===== config.mk =====
export PLATFORM = sky130hd
export DESIGN_NAME = parallel_serial_tx
export DESIGN_NICKNAME = d
export VERILOG_FILES = /design/src/rtl/parallel_serial_tx.sv
export SDC_FILE = /design/constraint.sdc
export NUM_CORES = 1
export LEC_CHECK = 0
export BUFFER_PORTS_ARGS = -buffer_cell sky130_fd_sc_hd__clkbuf_2
export CAP_MARGIN = 20
export CORE_UTILIZATION = 45
export DETAILED_ROUTE_END_ITERATION = 8
export MAX_ROUTING_LAYER = met4
export SKIP_LAST_GASP = 1
export SYNTH_ARGS = -nofsm -noshare
export SYNTH_HDL_FRONTEND = slang
export SYNTH_SLANG_ARGS = --single-unit

===== constraint.sdc =====
create_clock -name clk -period 3.8 [get_ports clk]
set_clock_uncertainty 0.2 [all_clocks]
set_input_delay 0.76 -clock clk [delete_from_list [all_inputs] [get_ports clk]]
set_output_delay 0.76 -clock clk [all_outputs]
set_load 0.05 [all_outputs]

===== src/rtl/parallel_serial_tx.sv =====
// Asynchronous character transmitter: start bit, DATA_BITS data bits LSB first, optional even parity, stop bit.
// Define TX_PARITY_EN to insert the even-parity bit between the data bits and the stop bit.
module parallel_serial_tx #(
    parameter int CLKS_PER_BIT = 16,
    parameter int DATA_BITS    = 8
) (
    input  logic                 clk,
    input  logic                 reset,
    input  logic [DATA_BITS-1:0] dataFromCPU,
    input  logic                 send,
    output logic                 toSerial,
    output logic                 busy,
    output logic                 charSent
);

    // state    | meaning
    // S_IDLE   | line high, waiting for send
    // S_START  | driving the start bit (0)
    // S_DATA   | driving shift-register bit 0, LSB first
    // S_PARITY | driving the even-parity bit (TX_PARITY_EN only)
    // S_STOP   | driving the stop bit (1); charSent on its last cycle

    localparam int CW = (CLKS_PER_BIT > 1) ? $clog2(CLKS_PER_BIT) : 1;
    localparam int IW = (DATA_BITS > 1) ? $clog2(DATA_BITS) : 1;
    localparam logic [CW-1:0] CNT_LAST = CW'(CLKS_PER_BIT - 1);
    localparam logic [CW-1:0] CNT_PRE  = CW'(CLKS_PER_BIT - 2);
    localparam logic [IW-1:0] IDX_LAST = IW'(DATA_BITS - 1);

`ifdef TX_PARITY_EN
    typedef enum logic [2:0] {
        S_IDLE, S_START, S_DATA, S_PARITY, S_STOP
    } state_t;
`else
    typedef enum logic [2:0] {
        S_IDLE, S_START, S_DATA, S_STOP
    } state_t;
`endif

    state_t               r_state;
    logic [CW-1:0]        r_cnt;
    logic [IW-1:0]        r_idx;
    logic [DATA_BITS-1:0] r_shift;
    logic                 r_tx;
    logic                 r_busy;
    logic                 r_char_sent;
`ifdef TX_PARITY_EN
    logic                 r_parity;
`endif

    logic                 w_bit_end;
    logic [DATA_BITS-1:0] w_shift_next;

    assign w_bit_end    = (r_cnt == CNT_LAST);
    assign w_shift_next = r_shift >> 1;

    assign toSerial = r_tx;
    assign busy     = r_busy;
    assign charSent = r_char_sent;

    always_ff @(posedge clk) begin
        if (reset) begin
            r_state     <= S_IDLE;
            r_cnt       <= '0;
            r_idx       <= '0;
            r_shift     <= '0;
            r_tx        <= 1'b1;
            r_busy      <= 1'b0;
            r_char_sent <= 1'b0;
`ifdef TX_PARITY_EN
            r_parity    <= 1'b0;
`endif
        end else begin
            r_char_sent <= 1'b0;
            case (r_state)
                S_IDLE: begin
                    r_tx <= 1'b1;
                    if (send) begin
                        r_shift <= dataFromCPU;
`ifdef TX_PARITY_EN
                        r_parity <= ^dataFromCPU;
`endif
                        r_state <= S_START;
                        r_tx    <= 1'b0;
                        r_busy  <= 1'b1;
                        r_cnt   <= '0;
                        r_idx   <= '0;
                    end
                end
                S_START: begin
                    if (w_bit_end) begin
                        r_cnt   <= '0;
                        r_idx   <= '0;
                        r_state <= S_DATA;
                        r_tx    <= r_shift[0];
                    end else begin
                        r_cnt <= r_cnt + CW'(1);
                    end
                end
                S_DATA: begin
                    if (w_bit_end) begin
                        r_cnt   <= '0;
                        r_shift <= w_shift_next;
                        if (r_idx == IDX_LAST) begin
`ifdef TX_PARITY_EN
                            r_state <= S_PARITY;
                            r_tx    <= r_parity;
`else
                            r_state <= S_STOP;
                            r_tx    <= 1'b1;
`endif
                        end else begin
                            r_idx <= r_idx + IW'(1);
                            r_tx  <= w_shift_next[0];
                        end
                    end else begin
                        r_cnt <= r_cnt + CW'(1);
                    end
                end
`ifdef TX_PARITY_EN
                S_PARITY: begin
                    if (w_bit_end) begin
                        r_cnt   <= '0;
                        r_state <= S_STOP;
                        r_tx    <= 1'b1;
                    end else begin
                        r_cnt <= r_cnt + CW'(1);
                    end
                end
`endif
                S_STOP: begin
                    // charSent is raised one edge early so it coincides with the last stop-bit cycle
                    if (w_bit_end) begin
                        r_cnt   <= '0;
                        r_state <= S_IDLE;
                        r_busy  <= 1'b0;
                    end else begin
                        r_cnt <= r_cnt + CW'(1);
                        if (r_cnt == CNT_PRE) begin
                            r_char_sent <= 1'b1;
                        end
                    end
                end
                default: begin
                    r_state <= S_IDLE;
                    r_tx    <= 1'b1;
                    r_busy  <= 1'b0;
                end
            endcase
        end
    end

endmodule


=== After elaboration in Yosys (flattened, before gate mapping) ===
Cells that the tools add are included.
Widths: inputs -> output; s select.

* Bits of input ports: 11
* Logic and storage cells: 61
* Bits in registers: 21

* $add $sub $neg: 2
* Eq/ne operators: 12
* Bitwise operators: 2
* Reductions and logical operators: 13
* Muxes and demuxes: 25

{| class="wikitable"
|+ Operator list
! cell !! count
|-
| $mux 3 || 8
|-
| $mux 8 || 2
|-
| $pmux 8 s2 || 1
|-
| $ne 2x2->1 const B || 6
|-
| $pmux 3 s4 || 1
|-
| $reduce_and 5->1 || 2
|-
| $pmux 3 s3 || 1
|-
| $reduce_and 3->1 || 3
|-
| $eq 4x4->1 const B || 2
|-
| $mux 4 || 2
|-
| $pmux 4 s2 || 1
|-
| $mux 1 || 7
|-
| $eq 3x2->1 const B || 2
|-
| $reduce_or 3->1 || 2
|-
| $add 4x1->4 const B || 1
|-
| $pmux 1 s4 || 1
|-
| $reduce_bool 2->1 || 2
|-
| $add 3x1->3 const B || 1
|-
| $eq 3x1->1 const B || 1
|-
| $eq 3x3->1 const B || 1
|-
| $logic_not 3->1 || 1
|-
| $pmux 1 s3 || 1
|-
| $reduce_bool 3->1 || 1
|-
| $not 1->1 || 2
|-
| other kinds (2) || 2
|}

=== Depth between registers and ports, before layout ===
Gate-level depths: netlist of run 1.

* Word-level depth: 4
* Mapped depth: 7
* Depth with buffers taken out: 5

=== Worst setup path after synthesis of run 1 ===
Ideal clock, no wire load.

* Path kind: reg2reg
* Start point: reg r_state[0]
* End point: reg r_state[0]
* Arrival: 1.607 ns
* Path buffers: 1
* Stages on the path, launching flop included: 7
* Setup slack: 1.921 ns
* Setup time: 0.072 ns
* Period minus slack after synthesis: 1.879 ns
* Path through: dfxtp_1 inv_1 ha_1 buf_6 or3_4 a221oi_4 mux2i_1

* Word-level cells in the longest chain between the ends: 3
* Elaborated cells between the ends (all ways): 11

{| class="wikitable"
|+ Ends and longest elaborated chain
! item !! RTL line !! RTL
|-
| from (decl) || 39 || <nowiki>state_t r_state;</nowiki>
|-
| from (signal assigned) || 62 || <nowiki>r_state <= S_IDLE;</nowiki>
|-
| from (signal assigned) || 82 || <nowiki>r_state <= S_START;</nowiki>
|-
| from (signal assigned) || 93 || <nowiki>r_state <= S_DATA;</nowiki>
|-
| $eq 3x2->1, or another cell as far along || 74 || <nowiki>case (r_state)</nowiki>
|-
| $ne 2x2->1 (no source line) || -- ||
|-
| $reduce_and 5->1 (no source line) || -- ||
|}

Several ways; a longest one is shown, not always the timed one.
A chain may end at the register's enable or synchronous reset.

=== Worst setup path after layout of run 1 ===
* Start point: reg r_state[0]
* End point: reg r_idx[2]

* Word-level cells in the longest chain between the ends: 3
* Elaborated cells between the ends (all ways): 10

{| class="wikitable"
|+ Ends and longest elaborated chain
! item !! RTL line !! RTL
|-
| $eq 3x2->1, or another cell as far along || 74 ||
|-
| $ne 2x2->1 (no source line) or $reduce_bool 3->1 (tied branches) || -- ||
|-
| $reduce_and 5->1 (no source line) || -- ||
|-
| to (signal assigned) || 112 || <nowiki>r_idx <= r_idx + IW'(1);</nowiki>
|-
| to (decl) || 41 || <nowiki>logic [IW-1:0] r_idx;</nowiki>
|}

Several ways; a longest one is shown, not always the timed one.

==> metrics, run 1 <==
max-cap violations=0; DRT Wirelength=2013 um; crit-path max FO=18; Post-Syn Instances=124; Initial Util=47.58%; clock buffer depth=2; first-pass GRT wire length=3374 um; WS Path Type=reg -> reg; Final Hold Fails=0; Via density=5.207; Top Layer Used=met4; reg2reg setup slack=1.55 ns; DRT iter0 DRCs=8; status=finished, final reports clean; Async S/R FF share, synth=0%; DRC viols=0; layout filler cell count=242; total negative slack=0 ns; Inst Count DP=160; Routed Antenna Nets=0; flops & latches, synth=20; initial antenna violation count=0; DRT Pass-1 Iters=4; # IOs=14; count leader, synth=nand2_1; Synth top area share=33.97%; Final Cell Area=0.001285 mm2; gpl congestion=0.7454; largest net degree at the start of global routing=26; Met1 Wirelength=1028 um; total CTS buffers=3; Post-Syn Area=0.001179 mm2; drt wl/cell=12.27 um; Setup Fix Bufs, Post-CTS=0; share of layout cells above drive strength 1=23.88%; max-slew violations=0; PD cells=760.1 mW/mm2; core area=0.002477 mm2; sequential share of the synthesized area=33.97%; CTS Hold Bufs=0; placed inst area=0.001232 mm2; fin crit share=59.15%; leading area contributor after synthesis=dfxtp_1; top_reg_cell synth=dfxtp_1; vias in the first global route=732; clk root buf=clkbuf_4; Unique masters post-synth=33; Post-Synthesis Net Count=144; met2 wire length=872 um; Worst Tran Pin Value=0.7224 ns; GRT Residual Overflow=0; Leakage=0.5863 nW; TritonCTS clock tree=built; DP HPWL=1453 um; clock latency on the worst-skew pair=0.31 ns; non-filler cells in the finished layout=164; H-tree Lvls=1; num rows=18; EDFF count, synth=0; RSZ-0062 raised after global routing=no; list of most frequent post-synthesis cells=25 x nand2_1, 20 x dfxtp_1, 15 x mux2i_1, 9 x ha_1; die width=53.18 um; Worst EP arrival=2.28 ns; maximum vdd drop=0.0004153 V; die area=0.002828 mm2; port bufs=13; Synthesis Warnings=0; synthesized area per cell=9.505 um2; overall power=0.9767 mW; worst path required time=3.83 ns; clk slew on worst S/H paths=0.13 ns; Hold Path Class=reg -> reg; f_max=444.9 MHz; vias=854; top cells by area, synth=dfxtp_1 34%, mux2i_1 13%, ha_1 9.6%, nand2_1 8.0%, mux2_2 6.7%; P&R area growth vs syn=9.023%; TritonCTS sink count=20; Crit. End Element=flip-flop; post-CTS resize count=0; final setup vio count=0; Slew HR=51.84%; Core Util, Final=51.87%; minimum clock period=2.248 ns; chip height=53.18 um; # nets final=155; GRT Total Usage=17.05%; met3 wire length=71 um; Antenna diodes=0; startpoint type of the worst setup path=flip-flop
[final cells by class]
cell class                 instances  area (um2)  share of cell area [%]
clock buffer                       3       22.52                   1.753
clock inverter                     1       30.03                   2.337
inverter                           5       26.28                   2.045
multi-input combinational         92       703.2                   54.72
sequential                        20       400.4                   31.16
tap                               30       37.54                   2.921
timing repair buffer              13       65.06                   5.063
[per-layer routing]
metal,global-route usage [%],vias up
li1,-,450
met1,23.65,386
met2,24.05,13
met3,2.586,5
met4,7.895,0
met5,-,-
[power by group]
part,switching [mW],internal (mW)
Sequential,0.0427,0.277
Combinational,0.250,0.229
Clock,0.0717,0.107
[kinds of logic after synthesis]
family / after synthesis / synth area share [%]
simple gates: 47 / 19.32
mux: 22 / 19.43
flops: 20 / 33.97
buf+inv: 12 / 6.368
fa+ha+maj: 9 / 9.554
compound gates: 14 / 11.36
[flip-flops by register name, indices dropped and copies added (netlist names)]
signal	count
toSerial	1
r_state	2
charSent	1
r_shift	8
busy	1
r_idx	3
r_cnt	4
[per-stage QoR]
stage	worst slack, ns	hold WS (ns)
finish	1.552	0.2702
global route	1.410	0.2869
CTS	1.526	0.2720
detailed placement	1.564	0.2512
global placement	1.673	0.2423
floorplan	1.921	0.2345
[worst paths after layout]
path	endpoint	cells past startpoint	start
setup / recovery	r_idx[2]	5	r_state[0]
hold reg to reg	r_shift[5]	2	r_shift[5]
hold / removal	r_shift[5]	2	r_shift[5]
setup reg to reg	r_idx[2]	5	r_state[0]
[worst max-delay path: stages, from the launching register on]
cell and delay (ns):
dfxtp_1 0.43, inv_1 0.09, ha_1 0.45, or2_2 0.42
a211oi_4 0.34, mux2i_1 0.23
[placed cells by master (no fill, tap or decap), types with 2 or more instances in the layout]
master and count:
a21oi_1 3, a31oi_1 2, clkbuf_2 13, clkbuf_4 3, dfxtp_1 20, ha_1 9
inv_1 4, mux2_2 7, mux2i_1 15, nand2_1 25, nand3_1 4, nor2_1 7
nor3_1 2, or3_1 2
No activity file was read; power rests on OpenSTA's default activity.
==> run 2: changes to the inputs <==
--- a/config.mk
+++ b/config.mk
@@ -10,6 +10,7 @@
 export CORE_UTILIZATION = 45
 export DETAILED_ROUTE_END_ITERATION = 8
 export MAX_ROUTING_LAYER = met4
+export PLACE_DENSITY = 0.67
 export SKIP_LAST_GASP = 1
 export SYNTH_ARGS = -nofsm -noshare
 export SYNTH_HDL_FRONTEND = slang
==> constraint.sdc (replaced) <==
create_clock -name clk -period 2.03 [get_ports clk]
set_clock_uncertainty 0.2 [all_clocks]
set_input_delay 0.406 -clock clk [delete_from_list [all_inputs] [get_ports clk]]
set_output_delay 0.406 -clock clk [all_outputs]
set_load 0.05 [all_outputs]
==> metrics, run 2 (same netlist as run 1, synthesis figures left out) <==
status=finished, final reports clean; GRT Total Usage=16.88% (-0.16 points); Slew HR=79.49% (+28 points); Biggest register=r_shift; Final Hold Fails=0 (unchanged); RSZ-0062 raised after global routing=no; max-cap violations=0 (unchanged); largest net degree at the start of global routing=26 (unchanged); Leakage=0.5985 nW (+2.1%); drt wl/cell=11.52 um (-6.1%); critical path's largest stage delay=0.42 ns (-0.03 ns); layout filler cell count=229 (-5.4%); TritonCTS sink count=20 (unchanged); Final Cell Area=0.001301 mm2 (+1.3%); maximum vdd drop=0.0008257 V (+99%); DP HPWL=1428 um (-1.7%); top flop regs=r_shift (8), r_cnt (4), r_idx (3); chip height=53.18 um (unchanged); Slowest-stage cell, CP=dfxtp_1; f_max=528.8 MHz (+19%); max reg flops=8 (unchanged); DRT iter0 DRCs=12 (+4); share of layout cells above drive strength 1=27.54% (+3.7 points); H-tree Lvls=1 (unchanged); total negative slack=0 ns (unchanged); vias in the first global route=759 (+3.7%); DRT Wirelength=1936 um (-3.8%); Inst Count DP=164 (+2.5%); non-filler cells in the finished layout=168 (+2.4%); fin crit share=93.16% (+34 points); CTS Hold Bufs=0 (unchanged); initial antenna violation count=0 (unchanged); total CTS buffers=3 (unchanged); gpl congestion=0.7592 (+1.9%); Worst Tran Pin Value=0.3076 ns (-0.4148 ns); commonest non-fill, non-tap cell in the layout=nand2_1; Crit. End Element=flip-flop; # IOs=14 (unchanged); Hold Path Class=in -> reg; PD cells=1354 mW/mm2 (+78%); clk slew on worst S/H paths=0.11 ns (-0.02 ns); most frequent cells in the layout=25 x nand2_1, 19 x dfxtp_1, 15 x mux2i_1; first-pass GRT wire length=3367 um (-0.21%); Antenna diodes=0 (unchanged); Worst EP arrival=1.93 ns (-0.35 ns); placed inst area=0.001262 mm2 (+2.4%); vias=880 (+3.0%); P&R area growth vs syn=10.40%; crit-path max FO=5 (-13); # nets final=159 (+2.6%); Initial Util=47.58% (unchanged); final worst-path setup slack=0.1389 ns (-1.413 ns); num rows=18 (unchanged); port bufs=13 (unchanged); GRT Residual Overflow=0 (unchanged); Via density=5.238 (+0.59%); die width=53.18 um (unchanged); DRT Pass-1 Iters=4 (unchanged); max-slew violations=0 (unchanged); minimum clock period=1.891 ns (-0.3567 ns); final setup vio count=0 (unchanged); cells along the critical path=inv_1, ha_1, or3_4, a221oi_4, mux2i_1; die area=0.002828 mm2 (unchanged); TritonCTS clock tree=built; core area=0.002477 mm2 (unchanged); worst path required time=2.07 ns (-1.76 ns); DRC viols=0 (unchanged); pre-CTS setup slack=0.1196 ns (-1.444 ns); Routed Antenna Nets=0 (unchanged); clock latency on the worst-skew pair=0.30 ns (about the same); clock buffer depth=2 (unchanged); startpoint type of the worst setup path=flip-flop; clk root buf=clkbuf_4; WS Path Type=reg -> reg
==> run 2: changes by cell type in the layout (fill, tap and decap cells not counted), sizes merged <==
| cell | change |
|---|---|
| clkbuf | +1 |
| buf | +4 |
| bufinv | -1 |
==> run 2: layout make-up <==
class                   instances  area, um2  area share, %
clock buffers                   4      36.28          2.788
inverters                       5      26.28          2.019
multi-input cells              92      704.4          54.13
flip-flops and latches         20      401.6          30.87
well taps                      30      37.54          2.885
repair buffers                 17      95.09          7.308
==> run 2: power breakdown <==
group | internal (mW) | switching (mW)
clock | 0.109 | 0.124
combinational | 0.459 | 0.473
sequential | 0.520 | 0.0772
==> run 2: stage by stage <==
stage	power, mW	hold slack (ns)	util, %
after floorplan	1.429	0.2345	-
after detailed placement	1.537	0.2520	50.96
after global placement	1.513	0.2422	50.96
after global routing	1.907	0.1073	52.53
final	1.762	0.1209	52.53
after CTS	1.778	0.1126	52.42
==> run 2: layer usage <==
metal	up-vias	wire [um]	GRT usage, %
met2	12	956	26.79
met1	409	895	20.90
li1	457	-	-
met4	0	10	2.632
met3	2	75	6.034
met5	-	0	-
==> run 2: worst max-delay path, delay by kind of cell (launching register included) <==
| kind | cells | cell delay [ns] |
|---|---|---|
| muxes | 1 | 0.21 |
| and+or+nand+nor | 1 | 0.40 |
| buffers and inverters | 1 | 0.08 |
| adders and majority gates | 1 | 0.21 |
| AOI/OAI and AO/OA | 1 | 0.30 |
| DFF | 1 | 0.42 |
==> run 2: worst paths after layout <==
kind | startpoint | end | slack [ns] | depth (start not counted)
setup / recovery | r_state[1] | r_state[0] | 0.14 | 5
hold / removal | dataFromCPU[7] | r_shift[7] | 0.12 | 3
setup reg to reg | r_state[1] | r_state[0] | 0.14 | 5
hold reg to reg | r_shift[2] | r_shift[2] | 0.26 | 2
==> run 2: timing repair <==
item / in CTS / in global routing
setup buffers: 0 / 0
setup endpoints to repair: 0 / 5
hold endpoints to repair: 0 / 0
resized for setup: 0 / 2
==> run 3: changes to the inputs <==
--- a/config.mk
+++ b/config.mk
@@ -7,10 +7,12 @@
 export LEC_CHECK = 0
 export BUFFER_PORTS_ARGS = -buffer_cell sky130_fd_sc_hd__clkbuf_2
 export CAP_MARGIN = 20
-export CORE_UTILIZATION = 45
+export CELL_PAD_IN_SITES_DETAIL_PLACEMENT = 0
+export CELL_PAD_IN_SITES_GLOBAL_PLACEMENT = 1
+export CORE_UTILIZATION = 39
 export DETAILED_ROUTE_END_ITERATION = 8
 export MAX_ROUTING_LAYER = met4
-export PLACE_DENSITY = 0.67
+export PLACE_DENSITY_LB_ADDON = 0.1
 export SKIP_LAST_GASP = 1
 export SYNTH_ARGS = -nofsm -noshare
 export SYNTH_HDL_FRONTEND = slang
==> metrics, run 3 (same netlist as run 1, synthesis figures left out) <==
Worst EP arrival=1.94 ns (about the same); DRT Wirelength=2214 um (+14%); Core Util, Final=46.65% (-5.9 points); CTS Hold Bufs=0 (unchanged); crit-path max FO=5 (unchanged); first-pass GRT wire length=4071 um (+21%); clk slew on worst S/H paths=0.11 ns (about the same); Comb pwr share=53.4% (+0.5 points); Inst Count DP=166 (+1.2%); num rows=19 (+1); Setup Fix Bufs, Post-CTS=0 (unchanged); GRT Total Usage=16.54% (-0.34 points); multi-input combinational cell area=703.2 um2 (-0.18%); TritonCTS sink count=20 (unchanged); most frequent cells in the layout=25 x nand2_1, 19 x dfxtp_1, 15 x mux2i_1; # nets final=160 (+0.63%); clock share of power=13.2% (about the same); cells along the critical path=inv_1, ha_1, or3_4, a221oi_4, mux2i_1; Worst Tran Pin Value=0.3106 ns (+0.002977 ns); P&R area growth vs syn=11.04%; hold_ws=0.1390 ns (+0.01805 ns); clock latency on the worst-skew pair=0.30 ns (about the same); max-slew violations=0 (unchanged); overall power=1.806 mW (+2.5%); clk root buf=clkbuf_4; vias in the first global route=900 (+19%); total negative slack=0 ns (unchanged); Slowest-stage cell, CP=dfxtp_1; H-tree Lvls=1 (unchanged); DRT iter0 DRCs=22 (+10); switching power=0.7008 mW (+4.0%); post-CTS resize count=0 (unchanged); critical path's largest stage delay=0.42 ns (about the same); f_max=527.1 MHz (-0.32%); GRT Residual Overflow=0 (unchanged); initial antenna violation count=0 (unchanged); share of layout cells above drive strength 1=27.34% (-0.20 points); drt wl/cell=13.02 um (+13%); WS Path Type=reg -> reg; clock buffer depth=2 (unchanged); Leakage=0.6038 nW (+0.89%); Power Internal=1.106 mW (+1.6%); PD cells=1380 mW/mm2 (+1.9%); Crit. End Element=flip-flop; top flop regs=r_shift (8), r_cnt (4), r_idx (3); gpl congestion=0.7823 (+3.0%); layout filler cell count=288 (+26%); core area=0.002805 mm2 (+13%); sequential power share=33.4% (-0.5 points); final setup vio count=0 (unchanged); Biggest register=r_shift; max-cap violations=0 (unchanged); Routed Antenna Nets=0 (unchanged); worst path required time=2.07 ns (about the same); DRC viols=2 (+2); TritonCTS clock tree=built; largest net degree at the start of global routing=26 (unchanged); fin crit share=93.46% (+0.30 points); total CTS buffers=3 (unchanged); RSZ-0062 raised after global routing=no; die width=56.98 um (+7.1%); port bufs=13 (unchanged); DRT Pass-1 Iters=6 (+2); Antenna diodes=0 (unchanged); Sw Ratio=38.80% (+0.56 points); minimum clock period=1.897 ns (+0.006124 ns); Slew HR=79.30% (-0.20 points); non-filler cells in the finished layout=170 (+1.2%); Via density=5.076 (-3.1%); Initial Util=42.02% (-5.6 points); Final Hold Fails=0 (unchanged); die area=0.003246 mm2 (+15%); chip height=56.98 um (+7.1%); max reg flops=8 (unchanged); DP HPWL=1640 um (+15%); maximum vdd drop=0.0007040 V (-15%); commonest non-fill, non-tap cell in the layout=nand2_1; failing checks=DRC; register area=401.6 um2 (unchanged); status=finished, violations left; Hold Path Class=in -> reg; vias=863 (-1.9%); # IOs=14 (unchanged); startpoint type of the worst setup path=flip-flop
[run 3: cell types whose count changed in the layout (fill, tap and decap cells not counted), sizes merged]
cell,change
buf,+1
[run 3: area by class of cell]
type	count	share of cell area, %
timing repair buffer	18	7.839
tap	31	2.964
multi-input combinational	92	53.73
sequential	20	30.69
inverter	5	2.008
clock buffer	4	2.772
[run 3: critical path, delay by kind of cell, from the launching register on]
| family | cells | cell delay [ns] |
|---|---|---|
| flip-flops | 1 | 0.42 |
| AO/OA/AOI/OAI | 1 | 0.30 |
| multiplexers | 1 | 0.20 |
| AND/OR/NAND/NOR | 1 | 0.40 |
| adder cells (fa/ha/maj) | 1 | 0.22 |
| buffers and inverters | 1 | 0.09 |
[run 3: final timing paths]
kind	startpoint	to	slack, ns	cells after the start
setup / recovery	r_state[1]	r_state[1]	0.13	5
hold / removal	dataFromCPU[7]	r_shift[7]	0.14	3
setup reg to reg	r_state[1]	r_state[1]	0.13	5
hold reg to reg	r_idx[2]	r_idx[2]	0.27	2
[run 3: power by group through the flow]
stage | Combinational, mW | Clock, mW | Sequential, mW
after floorplan | 0.778 | 0 | 0.651
after global placement | 0.959 | 0 | 0.604
after detailed placement | 0.976 | 0 | 0.612
after CTS | 0.979 | 0.253 | 0.602
after global routing | 1.07 | 0.270 | 0.622
final | 0.964 | 0.238 | 0.604
[run 3: per-layer routing]
metal	vias up	track usage, %	part of all wire [%]
met5	-	-	0
met4	0	6.272	1.7
met3	4	2.721	2.3
met2	9	25.04	44
met1	392	22.18	52
li1	458	-	-
[run 3: through the flow]
step | setup WS (ns) | area [um2]
CTS | 0.06823 | 1308
finish | 0.1327 | 1309
global placement | 0.1642 | 1271
floorplan | 0.1510 | 1179
detailed placement | 0.1158 | 1271
global route | 0.02538 | 1309
